### src/rtl/riscv_pkg.sv
// Shared rename-table widths and the per-register entry layout.
package riscv_pkg;

  localparam int REG_ADDR_WIDTH = 5;
  localparam int Q_WIDTH        = 4;
  localparam int NUM_REGS       = 2 ** REG_ADDR_WIDTH;

  typedef struct packed {
    logic [31:0]        value;
    logic               busy;
    logic [Q_WIDTH-1:0] tag;
  } entry_t;

endpackage

### src/rtl/rename_regfile_rdport.sv
// One combinational read port of the rename register file.
// RENAME_REGFILE_BYPASS_EN forwards a tag-matching same-cycle commit to the port.
module rename_regfile_rdport
  import riscv_pkg::*;
#(
  parameter int REG_ADDR_WIDTH = riscv_pkg::REG_ADDR_WIDTH,
  parameter int Q_WIDTH        = riscv_pkg::Q_WIDTH
) (
  input  entry_t                    regs [2**REG_ADDR_WIDTH],
  input  logic [REG_ADDR_WIDTH-1:0] addr,
`ifdef RENAME_REGFILE_BYPASS_EN
  input  logic                      commit_en,
  input  logic [REG_ADDR_WIDTH-1:0] commit_rd,
  input  logic [Q_WIDTH-1:0]        commit_q,
  input  logic [31:0]               commit_v,
`endif
  output logic                      busy,
  output logic [Q_WIDTH-1:0]        q,
  output logic [31:0]               val
);

  // Entry 0 is never written, so it always reads back as zero.
  always_comb begin
    busy = regs[addr].busy;
    q    = regs[addr].tag;
    val  = regs[addr].value;
`ifdef RENAME_REGFILE_BYPASS_EN
    // Forwarding looks only at committed state; a same-cycle rename is invisible here.
    if (commit_en && (addr != '0) && (commit_rd == addr) && (regs[addr].tag == commit_q)) begin
      busy = 1'b0;
      val  = commit_v;
    end
`endif
  end

endmodule

### src/rtl/rename_regfile.sv
// Register-renaming table: architectural value plus busy/ROB-tag per register.
// Build option RENAME_REGFILE_BYPASS_EN enables commit-to-read forwarding on both ports.
module rename_regfile
  import riscv_pkg::*;
#(
  parameter int REG_ADDR_WIDTH = riscv_pkg::REG_ADDR_WIDTH,
  parameter int Q_WIDTH        = riscv_pkg::Q_WIDTH
) (
  input  logic                      clk_in,
  input  logic                      rst_n_in,
  input  logic                      rdy_in,
  input  logic                      rename_en,
  input  logic [REG_ADDR_WIDTH-1:0] rename_rd,
  input  logic [Q_WIDTH-1:0]        rename_q,
  input  logic [REG_ADDR_WIDTH-1:0] rs1_addr,
  input  logic [REG_ADDR_WIDTH-1:0] rs2_addr,
  output logic                      rs1_busy,
  output logic                      rs2_busy,
  output logic [Q_WIDTH-1:0]        rs1_q,
  output logic [Q_WIDTH-1:0]        rs2_q,
  output logic [31:0]               rs1_val,
  output logic [31:0]               rs2_val,
  input  logic                      commit_en,
  input  logic [REG_ADDR_WIDTH-1:0] commit_rd,
  input  logic [Q_WIDTH-1:0]        commit_q,
  input  logic [31:0]               commit_v,
  input  logic                      flush_in
);

  localparam int DEPTH = 2 ** REG_ADDR_WIDTH;

  entry_t regs [DEPTH];

  logic do_commit;
  logic do_rename;

  assign do_commit = commit_en && (commit_rd != '0);
  assign do_rename = rename_en && (rename_rd != '0) && !flush_in;

  // Later assignments win: flush clears, commit may clear, rename re-sets busy.
  always_ff @(posedge clk_in or negedge rst_n_in) begin
    if (!rst_n_in) begin
      for (int i = 0; i < DEPTH; i++) begin
        regs[i] <= '0;
      end
    end else if (rdy_in) begin
      if (flush_in) begin
        for (int i = 0; i < DEPTH; i++) begin
          regs[i].busy <= 1'b0;
        end
      end
      if (do_commit) begin
        regs[commit_rd].value <= commit_v;
        if (regs[commit_rd].tag == commit_q) begin
          regs[commit_rd].busy <= 1'b0;
        end
      end
      if (do_rename) begin
        regs[rename_rd].busy <= 1'b1;
        regs[rename_rd].tag  <= rename_q;
      end
    end
  end

  rename_regfile_rdport #(
    .REG_ADDR_WIDTH(REG_ADDR_WIDTH),
    .Q_WIDTH       (Q_WIDTH)
  ) u_rdport1 (
    .regs     (regs),
    .addr     (rs1_addr),
`ifdef RENAME_REGFILE_BYPASS_EN
    .commit_en(commit_en),
    .commit_rd(commit_rd),
    .commit_q (commit_q),
    .commit_v (commit_v),
`endif
    .busy     (rs1_busy),
    .q        (rs1_q),
    .val      (rs1_val)
  );

  rename_regfile_rdport #(
    .REG_ADDR_WIDTH(REG_ADDR_WIDTH),
    .Q_WIDTH       (Q_WIDTH)
  ) u_rdport2 (
    .regs     (regs),
    .addr     (rs2_addr),
`ifdef RENAME_REGFILE_BYPASS_EN
    .commit_en(commit_en),
    .commit_rd(commit_rd),
    .commit_q (commit_q),
    .commit_v (commit_v),
`endif
    .busy     (rs2_busy),
    .q        (rs2_q),
    .val      (rs2_val)
  );

endmodule

### config.mk
export PLATFORM = sky130hd
export DESIGN_NAME = rename_regfile
export DESIGN_NICKNAME = d
export VERILOG_FILES = /design/src/rtl/riscv_pkg.sv /design/src/rtl/rename_regfile_rdport.sv /design/src/rtl/rename_regfile.sv
export SDC_FILE = /design/constraint.sdc
export NUM_CORES = 2
export LEC_CHECK = 0
export CORE_ASPECT_RATIO = 0.6
export CORE_MARGIN = 8
export CORE_UTILIZATION = 65
export CTS_CLUSTER_DIAMETER = 200
export DETAILED_ROUTE_END_ITERATION = 6
export GPL_TIMING_DRIVEN = 0
export PLACE_DENSITY = 0.91
export SYNTH_ARGS = -nofsm -noshare
export SYNTH_HDL_FRONTEND = slang
export SYNTH_SLANG_ARGS = --single-unit
export TNS_END_PERCENT = 5
### constraint.sdc
create_clock -name clk_in -period 6 [get_ports clk_in]
set_input_delay 0.9 -clock clk_in [delete_from_list [all_inputs] [get_ports clk_in]]
set_output_delay 0.9 -clock clk_in [all_outputs]
set_load 0.01 [all_outputs]
==> summary.txt <==
Yosys
  • Post-synth top area share: 46.69%
  • Synth Net Count: roughly 4000
  • Mapped cell area: between 0.06 and 0.07 mm^2
  • Synth area leader: dfrtp_1
  • Post-synth EDFFs: 0
  • Top_reg_cell synth: dfrtp_1
  • Sequential fraction of the synthesis area: 46.69%
  • Count of cell types in the netlist: between 40 and 50
  • Top post-synthesis cells by area: dfrtp_1 47%, mux4_2 27%, mux2_2 21%, clkbuf_1 2.2%, nand2_1 0.37%
  • Async S/R FF share, synth: 100.0%
  • Synth warnings: 0
  • Syn avg cell area: 16.46 um^2
  • Synthesized instance count: ~3900
  • Yosys reg bits: roughly 1200

Routing
  • Detailed-route via count: 44764
  • Wire per inst: 43.21 um
  • Antenna Nets Post-Route: 0
  • Post-route DRC violation count: 8
  • Post-Route WL: 239400 um
  • Drt pass-1 iters: 7
  • DRT iter0 DRCs: slightly above 8000
  • Vias/cell: ~8

Die
  • Die W: 419.4 um
  • Initial core utilization: 65.79%
  • Site Rows: 88
  • Area of the core: between 0.09 and 0.1 mm^2
  • Die height: 258.0 um
  • Top Ports: 140
  • Die footprint: 0.1082 mm^2

Power and ir drop
  • VDD IR max: 0.0002607 V
  • Leakage power: 0.03065 uW
  • P per Cell Area: about 300 mW/mm^2
  • Total power: 21780 uW

Finish
  • Final Core Density: around 73%
  • Fraction of layout instances using a drive strength above 1: a little over half
  • Leading registers by flop count: regs (1184)
  • Biggest register: regs
  • Nets: roughly 4200
  • Max reg flops: 1184
  • Area growth, synth to finish: 11.46%

Worst setup path
  • Worst setup startpoint: rs2_addr[1]
  • Crit path required time: approximately 5100 ps
  • Worst r2r path cells: 9
  • Data arrival, critical path: 5590 ps
  • Worst-path fanout max: 10
  • CP endpoint kind: output pin
  • Crit path capture: rs2_val[0]
  • Reg-to-reg slack, setup: around 2200 ps
  • Worst r2r src: regs[741]
  • Critical path class: input port to output pin
  • CP Launch Type: input port
  • Worst r2r dst: regs[337]

Timing
  • Fmax achieved: 0.1542 GHz
  • Tightest Pin Transition: 1654 ps
  • Slew headroom: -10.28%
  • Layout Skew: ~20 ps
  • Final worst-path cycle share: 108.1%
  • Final worst path period need: 6487 ps
  • Final Hold Viols: 0
  • Final worst slack: -486.6 ps
  • Final setup fails: 73
  • Slew Limit Fails: 45
  • RSZ-0062 raised after global routing: true

Clock network
  • Clk buf depth: 3
  • CTS tree: yes
  • H-tree depth: 3
  • Clock transition at path regs: roughly 70 ps
  • Root Buffer Master: clkbuf_16
  • Sink Count: approximately 1200
  • Post-CTS Hold Buffers: 0
  • Clk Latency, worst-skew pair: 750 ps
  • Cts bufs inserted: 106

Status
  • Failing checks: DRC, capacitance limit, slew limit, setup timing
  • Outcome: finished with violations

Place
  • Count of input and output buffers: about 120
  • Post-DP HPWL: 165900 um
  • Routability cong.: 1.013

Global routing
  • Vias in the first global route: 44396
  • Largest net degree at the start of global routing: 188
  • GRT Resource Usage Total: a little over two fifths
  • Initial antenna violation count: 26
  • Grt ovf: 0
  • First-pass GRT wire length: around 330000 um

Min path
  • Hold crit path type: input port to async pin

Job
  • Max-cap violations: 5
cells in the mapped netlist (2+ instances only):
master     instances
a31o_2            12
a22oi_1            3
nand4b_1           3
xor2_1             2
xnor2_1            2
a31oi_1            4
mux4_2           764
nor2_1            54
nor3b_1            2
nor4_1             4
o21ai_0           17
buf_2              7
nand4_1            5
clkbuf_1         373
nor3_1             4
o2111ai_1          6
a21oi_1            3
dfrtp_1         1184
a32o_1             4
inv_1              9
nor2b_1            9
mux2_2          1192
and3_1             3
mux2i_1           16
or2_2              2
o211ai_1           4
nand2_1           62
a221oi_1           2
nand3_1           23
or4_1              2
and2_1             4
nand2b_1           4
buf_1             59
placed cells by master (no fill, tap or decap), types with 5 or more instances in the layout:
cell / instances
clkbuf_8: 26
clkbuf_1: 360
buf_2: 15
mux4_2: 764
nand2_1: 62
inv_1: 9
nor2_1: 54
nand4_1: 5
clkbuf_16: 109
dfrtp_1: 1184
mux2i_1: 16
a31o_2: 12
bufinv_16: 13
buf_1: 23
diode_2: 46
mux2_2: 1192
nand3_1: 23
clkdlybuf4s50_1: 121
buf_8: 5
o21ai_0: 17
o2111ai_1: 6
clkinv_2: 22
buf_16: 8
clkbuf_2: 35
clkdlybuf4s15_2: 24
nor2b_1: 9
what timing repair did:
item,CTS,global route
resized for setup,68,22
endpoints found under the setup margin,74,70
setup buffers,0,0
worst max-delay path, stage by stage:
cell	delay, ps
clkbuf_1	720
clkbuf_1	850
clkbuf_1	1130
mux4_2	450
mux4_2	630
mux2_2	380
clkdlybuf4s50_1	500
report_power, final:
| part | switching (uW) | internal [uW] | total (uW) |
|---|---|---|---|
| clock network | 3300 | 4230 | 7530 |
| logic | 2170 | 2280 | 4450 |
| registers | 849 | 8950 | 9800 |
| total | 6320 | 15500 | 21800 |
metrics by stage:
stage / std cells / hold WS, ps / area [um^2] / TNS, ps / setup slack, ps
floorplan: 3854 / 441.3 / 63450 / 0 / 1681
global placement: 5281 / 454.3 / 66310 / - / -49040
detailed placement: 5292 / 463.9 / 66600 / -28860 / -739.9
CTS: 5491 / 205.6 / 70560 / -128.7 / -55.74
global route: 5519 / 204.9 / 70670 / -3420 / -239.0
finish: 5539 / 111.8 / 70720 / -17440 / -486.6
routing by layer:
metal / up-vias / share of wire [%] / GRT usage [%]
li1: 15702 / - / -
met1: 23373 / 33 / 54.11
met2: 4511 / 39 / 55.18
met3: 1126 / 21 / 33.34
met4: 52 / 6.6 / 22.25
met5: - / 0.57 / 7.936
final cells by class:
class                      instances  area (um^2)
antenna                           46        115.1
buffer                           440         1914
clock buffer                     156         3164
clock inverter                    43        588.1
fill                            5624        25730
inverter                           9        33.78
multi-input combinational       2221        32130
sequential                      1184        29630
tap                             1305         1633
timing repair buffer             135         1514
kinds of logic (layout without fill, tap and decap cells):
group / count (synthesis) / in the layout / share of synthesized area [%]
xor gates and xnor gates: 4 / 4 / 0.05522
AOI/OAI and AO/OA: 63 / 63 / 0.7394
muxes: 1972 / 1972 / 48.52
DFF: 1184 / 1184 / 46.69
and+or+nand+nor: 182 / 182 / 1.313
other: 0 / 46 / 0
buffers and inverters: 449 / 783 / 2.676
worst min path at each step:
stage / start / to / slack [ps] / cells past startpoint
global route: rst_n_in / regs[973] / 200 / 1
detailed placement: regs[1152] / regs[1152] / 460 / 1
global placement: regs[1182] / regs[1182] / 450 / 1
CTS: rst_n_in / regs[1010] / 210 / 1
finish: rst_n_in / regs[1010] / 110 / 1
floorplan: regs[1152] / regs[1152] / 440 / 1
(Power assumes the default switching activity.)
